<file path="config.mk">
export PLATFORM = sky130hd
export DESIGN_NAME = safety_wdt_kick_ctrl
export DESIGN_NICKNAME = d
export VERILOG_FILES = /design/src/rtl/safety_wdt_kick_ctrl.sv
export SDC_FILE = /design/constraint.sdc
export NUM_CORES = 1
export LEC_CHECK = 0
export CAP_MARGIN = 20
export CORE_MARGIN = 10
export CORE_UTILIZATION = 60
export CTS_BUF_LIST = sky130_fd_sc_hd__clkbuf_4 sky130_fd_sc_hd__clkbuf_8
export DETAILED_ROUTE_END_ITERATION = 8
export DONT_BUFFER_PORTS = 1
export PLACE_DENSITY_LB_ADDON = 0.1
export SLEW_MARGIN = 5
export SYNTH_ARGS = -nofsm -noshare
export SYNTH_HDL_FRONTEND = slang
export SYNTH_SLANG_ARGS = --single-unit
</file>
<file path="constraint.sdc">
create_clock -name clk_i -period 5 [get_ports clk_i]
set_input_delay 0.5 -clock clk_i [delete_from_list [all_inputs] [get_ports clk_i]]
set_output_delay 0.5 -clock clk_i [all_outputs]
set_load 0.05 [all_outputs]
</file>
<file path="src/rtl/safety_wdt_kick_ctrl.sv">
// rtl/safety_wdt_kick_ctrl.sv - Epoch check-in scheduler that gates safety watchdog kicks
module safety_wdt_kick_ctrl #(
  parameter int NUM_REQ    = 4,
  parameter int TOKEN_W    = 8,
  parameter int PERIOD_CYC = 4096,
  parameter int MAX_MISS   = 2
) (
  input  logic                       clk_i,
  input  logic                       rst_i,
  input  logic [NUM_REQ-1:0]         req_valid_i,
  input  logic [NUM_REQ*TOKEN_W-1:0] req_token_i,
  output logic [NUM_REQ-1:0]         req_ready_o,
  output logic [TOKEN_W-1:0]         epoch_o,
  output logic [NUM_REQ-1:0]         checkin_mask_o,
  output logic                       kick_o,
  input  logic                       wdt_timeout_i,
  output logic [3:0]                 miss_cnt_o,
  output logic                       fault_o,
  output logic [1:0]                 fault_code_o,
  output logic [NUM_REQ-1:0]         fault_src_o
);

  localparam int PTR_W = (NUM_REQ > 1) ? $clog2(NUM_REQ) : 1;
  localparam int TMR_W = (PERIOD_CYC > 1) ? $clog2(PERIOD_CYC) : 1;
  localparam logic [TMR_W-1:0]   TMR_LAST   = TMR_W'(PERIOD_CYC - 1);
  localparam logic [3:0]         MISS_LIMIT = 4'(MAX_MISS);
  localparam logic [NUM_REQ-1:0] ALL_IN     = {NUM_REQ{1'b1}};
  localparam logic [PTR_W-1:0]   PTR_LAST   = PTR_W'(NUM_REQ - 1);

  localparam logic [1:0] CODE_NONE = 2'd0;
  localparam logic [1:0] CODE_BAD  = 2'd1;
  localparam logic [1:0] CODE_MISS = 2'd2;
  localparam logic [1:0] CODE_WDT  = 2'd3;

  typedef enum logic [1:0] {COLLECT, KICK, FAULT} state_t;

  state_t             state_q, state_d;
  logic [TOKEN_W-1:0] epoch_q, epoch_d;
  logic [NUM_REQ-1:0] mask_q, mask_d;
  logic [TMR_W-1:0]   timer_q, timer_d;
  logic [3:0]         miss_q, miss_d;
  logic [PTR_W-1:0]   ptr_q, ptr_d;
  logic [1:0]         code_q, code_d;
  logic [NUM_REQ-1:0] src_q, src_d;

  logic [NUM_REQ-1:0] grant;
  logic [PTR_W-1:0]   grant_idx;
  logic               grant_any;
  logic [TOKEN_W-1:0] grant_token;
  logic               token_ok;
  logic [NUM_REQ-1:0] mask_acc;
  logic [3:0]         miss_inc;

  // Round-robin search starting at ptr_q; first valid requester wins.
  always_comb begin
    int idx;
    idx         = 0;
    grant       = '0;
    grant_idx   = '0;
    grant_any   = 1'b0;
    grant_token = '0;
    if (state_q == COLLECT) begin
      for (int i = 0; i < NUM_REQ; i++) begin
        idx = (int'(ptr_q) + i) % NUM_REQ;
        if (!grant_any && req_valid_i[idx]) begin
          grant_any   = 1'b1;
          grant[idx]  = 1'b1;
          grant_idx   = PTR_W'(idx);
          grant_token = req_token_i[idx*TOKEN_W +: TOKEN_W];
        end
      end
    end
  end

  assign token_ok = (grant_token == epoch_q);

  always_comb begin
    state_d  = state_q;
    epoch_d  = epoch_q;
    mask_d   = mask_q;
    timer_d  = timer_q;
    miss_d   = miss_q;
    ptr_d    = ptr_q;
    code_d   = code_q;
    src_d    = src_q;
    mask_acc = mask_q | ((grant_any && token_ok) ? grant : '0);
    miss_inc = (miss_q == 4'hF) ? 4'hF : miss_q + 4'd1;

    case (state_q)
      COLLECT: begin
        if (grant_any) begin
          ptr_d = (grant_idx == PTR_LAST) ? '0 : grant_idx + PTR_W'(1);
        end
        if (wdt_timeout_i) begin
          state_d = FAULT;
          code_d  = CODE_WDT;
          src_d   = '0;
        end else if (grant_any && !token_ok) begin
          state_d = FAULT;
          code_d  = CODE_BAD;
          src_d   = grant;
        end else if (mask_acc == ALL_IN) begin
          // Completion beats expiry, so a last check-in on the final cycle still kicks.
          state_d = KICK;
          mask_d  = mask_acc;
        end else if (timer_q == TMR_LAST) begin
          miss_d  = miss_inc;
          timer_d = '0;
          mask_d  = '0;
          if (miss_inc >= MISS_LIMIT) begin
            state_d = FAULT;
            code_d  = CODE_MISS;
            src_d   = ~mask_acc;
          end
        end else begin
          timer_d = timer_q + TMR_W'(1);
          mask_d  = mask_acc;
        end
      end
      KICK: begin
        if (wdt_timeout_i) begin
          state_d = FAULT;
          code_d  = CODE_WDT;
          src_d   = '0;
        end else begin
          state_d = COLLECT;
          epoch_d = epoch_q + TOKEN_W'(1);
          mask_d  = '0;
          timer_d = '0;
          miss_d  = '0;
        end
      end
      FAULT: begin
        // Everything held for post-mortem; only reset leaves this state.
        state_d = FAULT;
      end
      default: state_d = COLLECT;
    endcase
  end

  always_ff @(posedge clk_i) begin
    if (rst_i) begin
      state_q <= COLLECT;
      epoch_q <= '0;
      mask_q  <= '0;
      timer_q <= '0;
      miss_q  <= '0;
      ptr_q   <= '0;
      code_q  <= CODE_NONE;
      src_q   <= '0;
    end else begin
      state_q <= state_d;
      epoch_q <= epoch_d;
      mask_q  <= mask_d;
      timer_q <= timer_d;
      miss_q  <= miss_d;
      ptr_q   <= ptr_d;
      code_q  <= code_d;
      src_q   <= src_d;
    end
  end

  assign req_ready_o    = grant;
  assign epoch_o        = epoch_q;
  assign checkin_mask_o = mask_q;
  assign kick_o         = (state_q == KICK);
  assign miss_cnt_o     = miss_q;
  assign fault_o        = (state_q == FAULT);
  assign fault_code_o   = code_q;
  assign fault_src_o    = src_q;

endmodule
</file>
==> summary.md, run 1 <==
| Metric | Value |
|---|---|
| Clk slew on worst S/H paths | ~0.080 ns |
| CTS tree | done |
| Sequential share of the synthesized area | 19.4% |
| Slew Limit Headroom | around 36% |
| Commonest non-fill, non-tap cell in the layout | nor2_1 |
| Hold Path Origin | rst_i |
| Die width | 101 µm |
| Setup-failing EPs final | 0 |
| Tcrit/Tclk final | about nine tenths |
| Asr flop ratio synth | 0% |
| Critical Path Sink Type | flip-flop |
| Top cells by area, synth | dfxtp_1, mux4_2, nor2_1 |
| Post-synth EDFFs | 0 |
| Synthesized area | 3920 µm² |
| Largest net degree at the start of global routing | 31 |
| Drt wl/cell | ~21 µm |
| Layout net count | roughly 480 |
| Clock buffer count from CTS | 5 |
| Worst-margin pin slew | around 0.96 ns |
| DRT antenna net count | 0 |
| HPWL after detailed placement | ~7800 µm |
| Post-layout util | a little under two thirds |
| Core Area | approximately 6300 µm² |
| PortBufs | 0 |
| Yosys warns | 0 |
| Row count | 29 |
| Initial DRC count | approximately 370 |
| Largest stage delay, worst path | about 0.6 ns |
| Fill count | around 550 |
| Register area | roughly 760 µm² |
| # clock sinks | 38 |
| Placer congestion estimate | approximately 0.91 |
| PwrDens | between 400 and 500 nW/µm² |
| Worst VDD drop | ~0.33 mV |
| P&R area growth vs syn | 3.06% |
| LEAKAGE | 1.38 nW |
| First-pass GRT wire length | ~17000 µm |
| Synth cell types | 80 |
| Critical path, cell by cell | inv_1, ha_1, or3b_1, a2111o_1, and2_1, a211o_1, a221oi_2, nor2b_1, a31oi_1, nor3_1, or4b_1, o21ai_0 |
| Die Span Y | 101 µm |
| Post-synth top area share | between 10% and 20% |
| Hold WC Path Type | in2reg |
| Worst EP required | 5.24 ns |
| DR vias | about 3700 |
| Crit start category | flip-flop |
| Slowest cell on the critical path | nor3_1 |
| DR pass1 iterations | 5 |
| Post-Synthesis Net Count | between 400 and 500 |
| Classification of the worst setup path | reg2reg |
| Syn Inst Count | between 400 and 500 |
| # DRC | 0 |
| RSZ-0062 raised after global routing | false |
| Worst path top cell family by delay | simple AND/OR/NAND/NOR gates |
| Htree depth | 2 |
| Setup TNS | 0 ns |
| Clk buf depth | 2 |
| Diodes inserted | 0 |
| Min Tclk post-route | approximately 4.6 ns |
| Clock Latency Late Sink | roughly 0.30 ns |
| Initial Utilization | around 60% |
| Final hold slack | ~0.27 ns |
| Vias in the first global route | 3389 |
| Final Skew | approximately 0.009 ns |
| Hold Fails Final Rpt | 0 |
| Area of the multi-input gates | ~2900 µm² |
| RR Startpoint | ptr_q[0] |
| Grt ovf | 0 |
| WP buf/inv | 1 |
| CP Max Fanout | 9 |
| Cell taking the most area after synthesis | dfxtp_1 |
| CTS root buffer | clkbuf_8 |
| Share of cells above drive strength 1 | about 18% |
| DR vias/cell | around 7.2 |
| Slew Viols, Final | 0 |
| Number of max-cap violations | 0 |
| Fmax achieved | 0.218 GHz |
| FF+latch count, synth | 38 |
| Mapped Avg Cell Area | slightly below 9 µm² |
| Initial antenna violation count | 0 |
| Worst Path Arrival | between 4 and 5 ns |
| Worst setup path startpoint | ptr_q[0] |
| Post-CTS Setup Inserts | 0 |
| WL final | about 11000 µm |
| Prevailing post-synth register cell | dfxtp_1 |
| Most frequent cells in the layout | nor2_1, dfxtp_1, nand2_1 |
| Full die area | around 10000 µm² |
| Outcome | finished clean |
| Io pins | 67 |
| Tot GR Track Use | 20.5% |
per-layer routing:
metal  part of all wire [%]  GRT usage (%)  up-vias
met4                   0.89           4.13        0
li1                       -              -     1700
met2                     46           31.2      177
met5                      0              0        -
met1                     44           28.3     1765
met3                    9.4           5.42       14
power breakdown:
part / leakage, nW / switching, W / internal (W) / total (W)
sequential: 0.308 / 0.0000457 / 0.000322 / 0.000368
combinational: 1.03 / 0.000700 / 0.000562 / 0.00126
clock: 0.0472 / 0.000116 / 0.000111 / 0.000227
total: 1.38 / 0.000862 / 0.000995 / 0.00186
metrics by stage:
| stage | std cells | instance area [µm²] | power, W | setup slack, ns |
|---|---|---|---|---|
| after floorplan | 442 | 3920 | 0.00141 | 0.449 |
| after global placement | 497 | 3940 | 0.00161 | 0.398 |
| after detailed placement | 497 | 3940 | 0.00162 | 0.284 |
| after CTS | 505 | 4040 | 0.00185 | 0.259 |
| after global routing | 505 | 4040 | 0.00199 | 0.138 |
| final | 505 | 4040 | 0.00186 | 0.411 |
cells in the mapped netlist (all sizes together) (10+ instances only):
| library cell | instances |
|---|---|
| inv | 12 |
| a21oi | 19 |
| dfxtp | 38 |
| nand3 | 20 |
| clkbuf | 18 |
| ha | 10 |
| o21ai | 14 |
| mux2i | 12 |
| nor2 | 39 |
| nand2b | 13 |
| buf | 18 |
| nand2 | 35 |
| nor3 | 11 |
| mux4 | 30 |
flip-flops by register name (all words and copies together) (netlist names):
name and cells:
epoch_o 8, state_q 2, ptr_q 2, timer_q 12
fault_src_o 4, fault_code_o 2, checkin_mask_o 4, miss_cnt_o 4
final cells by class:
cell class,instances,area share (%)
clock buffer,6,2.04
clock inverter,2,0.310
inverter,14,1.30
multi-input combinational,354,72.2
sequential,38,18.8
tap,77,2.38
timing repair buffer,14,2.91
logic make-up (layout without fill, tap and decap cells):
| kind of cell | count (synthesis) | after routing | synth area share (%) |
|---|---|---|---|
| flops | 38 | 38 | 19.4 |
| buf+inv | 50 | 36 | 6.28 |
| simple gates | 174 | 174 | 23.8 |
| xor+xnor | 9 | 9 | 2.01 |
| mux | 49 | 49 | 22.3 |
| compound gates | 112 | 112 | 23.0 |
| fa+ha+maj | 10 | 10 | 3.19 |
final timing paths:
path / endpoint / slack (ns) / cells past startpoint
setup / recovery: timer_q[11] / 0.41 / 12
hold / removal: checkin_mask_o[2] / 0.27 / 1
setup reg to reg: timer_q[11] / 0.41 / 12
hold reg to reg: timer_q[11] / 0.48 / 2
what timing repair did:
| item | in CTS | in global routing |
|---|---|---|
| gates resized for setup | 0 | 1 |
| hold endpoints to repair | 0 | 0 |
| hold buffers | 0 | 0 |
| endpoints found under the setup margin | 0 | 1 |
(Power assumes the default switching activity.)
==> run 2, diff against run 1 <==
==> constraint.sdc (replaced) <==
create_clock -name clk_i -period 5 [get_ports clk_i]
set_input_delay 0.75 -clock clk_i [delete_from_list [all_inputs] [get_ports clk_i]]
set_output_delay 0.75 -clock clk_i [all_outputs]
set_load 0.05 [all_outputs]
==> run 2 against run 1 <==
- via count grew 0.74%
- die area is the same
- first-iteration DRC count shrank 16%
- utilization grew 1.4 points
- sequential power is essentially flat
- maximum frequency shrank 3.2%
- total power grew 6.5%
- non-clock buffer count grew 6
- setup slack lost 0.15 ns
- critical endpoint is now miss_cnt_o[3]
- largest cell class unchanged
- largest power group unchanged
==> summary.md, run 2 (synthesis results as in run 1) <==
| Metric | Value |
|---|---|
| Outcome | finished clean (unchanged) |
| Initial DRC count | 314 (was 373) |
| First-pass GRT wire length | 17800 µm (was 17300 µm) |
| Worst slack, placed | 0.285 ns (was 0.284 ns) |
| Hold EP | timer_q[1] (was checkin_mask_o[2]) |
| Largest register FFs | 12 (unchanged) |
| Worst EP required | 5.19 ns (was 5.24 ns) |
| DR vias/cell | 7.21 (was 7.24) |
| Classification of the worst setup path | reg2reg (unchanged) |
| Post-route setup slack | 0.259 ns (was 0.411 ns) |
| DRT antenna net count | 0 (unchanged) |
| DR vias | 3683 (was 3656) |
| Initial Utilization | 61.8% (unchanged) |
| Setup TNS | 0 ns (unchanged) |
| Final Skew | 0.00950 ns (was 0.00904 ns) |
| Hold WC Path Type | reg2reg (was in2reg) |
| Share of cells above drive strength 1 | 18.9% (was 18.0%) |
| Hold Fails Final Rpt | 0 (unchanged) |
| Commonest non-fill, non-tap cell in the layout | nor2_1 (unchanged) |
| Setup-failing EPs final | 0 (unchanged) |
| CTS root buffer | clkbuf_8 (unchanged) |
| # DRC | 0 (unchanged) |
| Seq pwr share | 18.6% (was 19.8%) |
| Largest stage delay, worst path | 0.83 ns (was 0.61 ns) |
| Hold Path Origin | timer_q[1] (was rst_i) |
| Critical Path Sink Type | flip-flop (unchanged) |
| Critical path, cell by cell | inv_1, ha_1, mux4_2, nor2b_1, a221oi_1, a211o_1, o221ai_1, nor4_4, a41oi_1, buf_4, or4_1, o21ai_4, mux2_1 (was inv_1, ha_1, or3b_1, a2111o_1, and2_1, a211o_1, a221oi_2, nor2b_1, a31oi_1, nor3_1, or4b_1, o21ai_0) |
| Most frequent cells in the layout | nor2_1, dfxtp_1, nand2_1 (unchanged) |
| Core Area | 6350 µm² (unchanged) |
| Clock buffer count from CTS | 5 (unchanged) |
| Tcrit/Tclk final | 94.8% (was 91.8%) |
| Io pins | 67 (unchanged) |
| Initial antenna violation count | 0 (unchanged) |
| Diodes inserted | 0 (unchanged) |
| Clock power share | 16.7% (was 12.2%) |
| Htree depth | 2 (unchanged) |
| RR Startpoint | ptr_q[0] (unchanged) |
| Hold Path Cell Cnt | 2 (was 1) |
| Clock Latency Late Sink | 0.30 ns (about the same) |
| Critical Path Stages | 13 (was 12) |
| Min Tclk post-route | 4.74 ns (was 4.59 ns) |
| Sw Ratio | 44.0% (was 46.4%) |
| Worst Path Arrival | 4.93 ns (was 4.82 ns) |
| Combinational Power Share | 64.7% (was 68.0%) |
| Crit start category | flip-flop (unchanged) |
| HPWL after detailed placement | 8100 µm (was 7850 µm) |
| Drt wl/cell | 21.0 µm (about the same) |
| R2R Path End | miss_cnt_o[3] (was timer_q[11]) |
| Slowest cell on the critical path | or4_1 (was nor3_1) |
| Placer congestion estimate | 0.897 (was 0.912) |
| PwrDens | 478 nW/µm² (was 459 nW/µm²) |
| Worst path top cell family by delay | simple AND/OR/NAND/NOR gates (unchanged) |
| Fmax achieved | 0.211 GHz (was 0.218 GHz) |
| P&R area growth vs syn | 5.33% (was 3.06%) |
| Int Power | 0.00111 W (was 0.000995 W) |
| CTS tree | done (unchanged) |
| Biggest register | timer_q (unchanged) |
| Vias in the first global route | 3510 (was 3389) |
| WL final | 10700 µm (was 10600 µm) |
| Psw | 0.000870 W (was 0.000862 W) |
| Worst-margin pin slew | 0.964 ns (was 0.957 ns) |
| RSZ-0062 raised after global routing | false (unchanged) |
| Tot GR Track Use | 21.0% (was 20.5%) |
| Layout net count | 482 (was 476) |
| Worst-case reg-to-reg path depth | 13 (was 12) |
| Worst VDD drop | 0.335 mV (was 0.328 mV) |
| Clk slew on worst S/H paths | 0.08 ns (about the same) |
| Grt ovf | 0 (unchanged) |
| # hold bufs at CTS | 0 (unchanged) |
| Slew Limit Headroom | 35.6% (was 36.0%) |
| Die Span Y | 101 µm (unchanged) |
| Full die area | 10200 µm² (unchanged) |
| PortBufs | 0 (unchanged) |
| R2r setup slk | 0.26 ns (was 0.41 ns) |
| WP buf/inv | 2 (was 1) |
| Clk buf depth | 2 (unchanged) |
| CP Max Fanout | 17 (was 9) |
| Slew Viols, Final | 0 (unchanged) |
| Post-CTS Setup Inserts | 0 (unchanged) |
| Post-layout util | 65.1% (was 63.7%) |
| Row count | 29 (unchanged) |
| Total power | 0.00198 W (was 0.00186 W) |
| # clock sinks | 38 (unchanged) |
| Die width | 101 µm (unchanged) |
| Number of max-cap violations | 0 (unchanged) |
| Post-CTS Resized | 0 (unchanged) |
| LEAKAGE | 1.43 nW (was 1.38 nW) |
| Largest net degree at the start of global routing | 31 (unchanged) |
| DR pass1 iterations | 5 (unchanged) |
## run 2: changes by cell type in the layout (fill, tap and decap cells not counted)
cell,previous run,this run
or4_1,0,1
clkinv_2,1,0
bufinv_16,0,2
clkinvlp_4,1,0
buf_4,13,19
or4_4,1,0
## run 2: final cells by class
cell class | instances | area (µm²)
Timing Repair Buffer | 20 | 163
Fill cell | 542 | 2220
Clock inverter | 2 | 60.1
Sequential cell | 38 | 762
Inverter | 14 | 52.6
Tap cell | 77 | 96.3
Multi-Input combinational cell | 354 | 2920
Clock buffer | 6 | 82.6
## run 2: metal layers
layer | GRT usage [%] | share of wire [%] | vias up
met3 | 6.31 | 9.2 | 22
met2 | 32.0 | 46 | 165
li1 | - | - | 1712
met5 | 0 | 0 | -
met4 | 5.00 | 1.5 | 0
met1 | 28.3 | 43 | 1784
## run 2: how the worst max path moves through the flow
| stage | startpoint | end | slack, ns |
|---|---|---|---|
| 2_1_floorplan | ptr_q[1] | miss_cnt_o[3] | 0.45 |
| 6_report | ptr_q[0] | miss_cnt_o[3] | 0.26 |
| 3_5_place_dp | ptr_q[0] | miss_cnt_o[3] | 0.29 |
| 5_1_grt | ptr_q[0] | miss_cnt_o[3] | 0.04 |
| 4_1_cts | ptr_q[0] | miss_cnt_o[3] | 0.29 |
| 3_3_place_gp | ptr_q[0] | miss_cnt_o[3] | 0.37 |
## run 2: power by group through the flow
| stage | clock network [W] | logic [W] | registers (W) |
|---|---|---|---|
| 2_1_floorplan | 0 | 0.00103 | 0.000376 |
| 3_3_place_gp | 0 | 0.00125 | 0.000376 |
| 3_5_place_dp | 0 | 0.00127 | 0.000376 |
| 4_1_cts | 0.000332 | 0.00127 | 0.000369 |
| 5_1_grt | 0.000346 | 0.00139 | 0.000371 |
| 6_report | 0.000329 | 0.00128 | 0.000368 |
## run 2: tightest hold or removal path: stages, from the launching register on
cell and delay (ns):
dfxtp_1 0.33, nand2_1 0.06, mux2i_1 0.06
## run 2: stage by stage
stage / cell area, µm² / hold WS (ns) / instances
3_5_place_dp: 3990 / 0.472 / 503
5_1_grt: 4130 / 0.501 / 511
4_1_cts: 4130 / 0.481 / 511
2_1_floorplan: 3920 / 0.440 / 442
6_report: 4130 / 0.483 / 511
3_3_place_gp: 3990 / 0.457 / 503
==> run 3, diff against run 2 <==
--- a/config.mk
+++ b/config.mk
@@ -7,7 +7,7 @@
 export LEC_CHECK = 0
 export CAP_MARGIN = 20
 export CORE_MARGIN = 10
-export CORE_UTILIZATION = 60
+export CORE_UTILIZATION = 35
 export CTS_BUF_LIST = sky130_fd_sc_hd__clkbuf_4 sky130_fd_sc_hd__clkbuf_8
 export DETAILED_ROUTE_END_ITERATION = 8
 export DONT_BUFFER_PORTS = 1
==> run 3 against run 2 <==
- sequential power is essentially flat
- first-iteration DRC count is 26% lower
- utilization shrank 26 points
- critical path depth decreased by 1
- setup slack improved by 0.22 ns
- sequential cell count is the same
- sequential share of layout area shrank 0.33 points
- total power barely moved
- register-to-register slack better by 0.22 ns
- hold slack better by 0.0087 ns
- final cell count increased by 12%
- critical path type unchanged
- highest routed layer unchanged
==> summary.md, run 3 (synthesis results as in run 1) <==
| Metric | Value |
|---|---|
| Outcome | finished clean (unchanged) |
| Vias in the first global route | 3587 (was 3510) |
| Share of cells above drive strength 1 | 19.4% (was 18.9%) |
| Worst EP required | 5.18 ns (was 5.19 ns) |
| Biggest register | timer_q (unchanged) |
| Critical Path Sink Type | flip-flop (unchanged) |
| DR vias | 3592 (was 3683) |
| Core Area | 10900 µm² (was 6350 µm²) |
| Clk slew on worst S/H paths | 0.09 ns (was 0.08 ns) |
| Largest net degree at the start of global routing | 47 (was 31) |
| Worst slack, placed | 0.132 ns (was 0.285 ns) |
| Htree depth | 2 (unchanged) |
| Int Power | 0.00110 W (was 0.00111 W) |
| # DRC | 0 (unchanged) |
| DR pass1 iterations | 4 (was 5) |
| # hold bufs at CTS | 0 (unchanged) |
| Layout net count | 482 (unchanged) |
| Post-route setup slack | 0.478 ns (was 0.259 ns) |
| Worst-margin pin slew | 0.959 ns (was 0.964 ns) |
| Worst VDD drop | 0.269 mV (was 0.335 mV) |
| Initial Utilization | 36.0% (was 61.8%) |
| Final hold slack | 0.492 ns (was 0.483 ns) |
| Row count | 38 (was 29) |
| Fill count | 1120 (was 542) |
| Tot GR Track Use | 14.7% (was 21.0%) |
| CP Max Fanout | 13 (was 17) |
| Clock buffer count from CTS | 5 (unchanged) |
| Crit start category | flip-flop (unchanged) |
| Clock Latency Late Sink | 0.30 ns (about the same) |
| CTS root buffer | clkbuf_8 (unchanged) |
| Critical path, cell by cell | inv_1, ha_2, or3b_1, a2111o_1, and2_1, a211o_1, a221oi_2, nor2b_1, a31oi_1, a2111oi_2, o21ai_4, mux2_1 (was inv_1, ha_1, mux4_2, nor2b_1, a221oi_1, a211o_1, o221ai_1, nor4_4, a41oi_1, buf_4, or4_1, o21ai_4, mux2_1) |
| Die Span Y | 126 µm (was 101 µm) |
| Full die area | 15800 µm² (was 10200 µm²) |
| Commonest non-fill, non-tap cell in the layout | nor2_1 (unchanged) |
| Drt wl/cell | 20.9 µm (was 21.0 µm) |
| Setup TNS | 0 ns (unchanged) |
| Sw Ratio | 44.5% (was 44.0%) |
| Initial DRC count | 233 (was 314) |
| Initial antenna violation count | 0 (unchanged) |
| Die width | 126 µm (was 101 µm) |
| PortBufs | 0 (unchanged) |
| Slew Viols, Final | 0 (unchanged) |
| Min Tclk post-route | 4.52 ns (was 4.74 ns) |
| Grt ovf | 0 (unchanged) |
| Fmax achieved | 0.221 GHz (was 0.211 GHz) |
| P&R area growth vs syn | 7.27% (was 5.33%) |
| Placer congestion estimate | 0.818 (was 0.897) |
| Seq pwr share | 18.6% (about the same) |
| Tcrit/Tclk final | 90.4% (was 94.8%) |
| Worst path top cell family by delay | compound AO/OA/AOI/OAI gates (was simple AND/OR/NAND/NOR gates) |
| Clk buf depth | 2 (unchanged) |
| Post-Layout Inst Area | 4210 µm² (was 4130 µm²) |
| Io pins | 67 (unchanged) |
| DRT antenna net count | 0 (unchanged) |
| WL final | 12000 µm (was 10700 µm) |
| Final Skew | 0.0126 ns (was 0.00950 ns) |
| Hold Fails Final Rpt | 0 (unchanged) |
| Combinational Power Share | 64.4% (was 64.7%) |
| HPWL after detailed placement | 9150 µm (was 8100 µm) |
| Worst Path Arrival | 4.70 ns (was 4.93 ns) |
| CTS tree | done (unchanged) |
| Number of max-cap violations | 0 (unchanged) |
| Setup-failing EPs final | 0 (unchanged) |
| Classification of the worst setup path | reg2reg (unchanged) |
| Diodes inserted | 0 (unchanged) |
| Slowest cell on the critical path | a2111oi_2 (was or4_1) |
| Clock power share | 17.0% (was 16.7%) |
| # clock sinks | 38 (unchanged) |
| LEAKAGE | 1.43 nW (about the same) |
| DR vias/cell | 6.26 (was 7.21) |
| Area after DPL | 4060 µm² (was 3990 µm²) |
| Largest stage delay, worst path | 0.64 ns (was 0.83 ns) |
| Hold WC Path Type | reg2reg (unchanged) |
| PwrDens | 470 nW/µm² (was 478 nW/µm²) |
| Slew Limit Headroom | 35.9% (was 35.6%) |
| Psw | 0.000880 W (was 0.000870 W) |
| Largest register FFs | 12 (unchanged) |
| Most frequent cells in the layout | nor2_1, dfxtp_1, nand2_1 (unchanged) |
| WP buf/inv | 1 (was 2) |
| RSZ-0062 raised after global routing | false (unchanged) |
| First-pass GRT wire length | 19800 µm (was 17800 µm) |
[run 3: cell counts in the layout (fill, tap and decap cells not counted)]
Identical to the previous run, type by type.
[run 3: worst register-to-register path, stage by stage, from the launching register on]
cell and delay, ns:
dfxtp_2 0.33, inv_1 0.18, ha_2 0.40, or3b_1 0.38, a2111o_1 0.50, and2_1 0.30, a211o_1 0.31, a221oi_2 0.38
nor2b_1 0.22, a31oi_1 0.28, a2111oi_2 0.64, o21ai_4 0.15, mux2_1 0.34
[run 3: layer usage]
layer	vias to the layer above	share of wire, %	track usage (%)
met4	0	0.93	3.68
met2	78	50	25.3
met1	1800	43	17.7
met5	-	0	0
met3	9	6.5	3.98
li1	1705	-	-
[run 3: area by class of cell]
type | count | area, µm² | area share (%)
clock buffer | 6 | 82.6 | 1.96
clock inverter | 2 | 60.1 | 1.43
inverter | 14 | 52.6 | 1.25
multi-input combinational | 354 | 2920 | 69.4
sequential | 38 | 762 | 18.1
tap | 140 | 175 | 4.16
timing repair buffer | 20 | 154 | 3.66
[run 3: power by group through the flow]
stage	Clock (W)	Combinational [W]	Sequential (W)
2_1_floorplan	0	0.00103	0.000376
3_3_place_gp	0	0.00126	0.000375
3_5_place_dp	0	0.00127	0.000376
4_1_cts	0.000342	0.00128	0.000368
5_1_grt	0.000352	0.00140	0.000371
6_report	0.000335	0.00127	0.000368
[run 3: worst paths after layout]
check             startpoint             to  slack [ns]  cells past startpoint
hold / removal    timer_q[1]     timer_q[1]        0.49                      2
setup reg to reg    ptr_q[0]  miss_cnt_o[3]        0.48                     12
hold reg to reg   timer_q[1]     timer_q[1]        0.49                      2
setup / recovery    ptr_q[0]  miss_cnt_o[3]        0.48                     12
[run 3: stage by stage]
stage / utilization, % / cells / total power (W)
2_1_floorplan: - / 442 / 0.00141
3_3_place_gp: 37.2 / 566 / 0.00164
3_5_place_dp: 37.2 / 566 / 0.00165
4_1_cts: 38.6 / 574 / 0.00199
5_1_grt: 38.6 / 574 / 0.00213
6_report: 38.6 / 574 / 0.00198
[run 3: timing repair]
item | in CTS | in global routing
setup buffers | 0 | 0
resized for setup | 0 | 3
endpoints found under the setup margin | 0 | 12
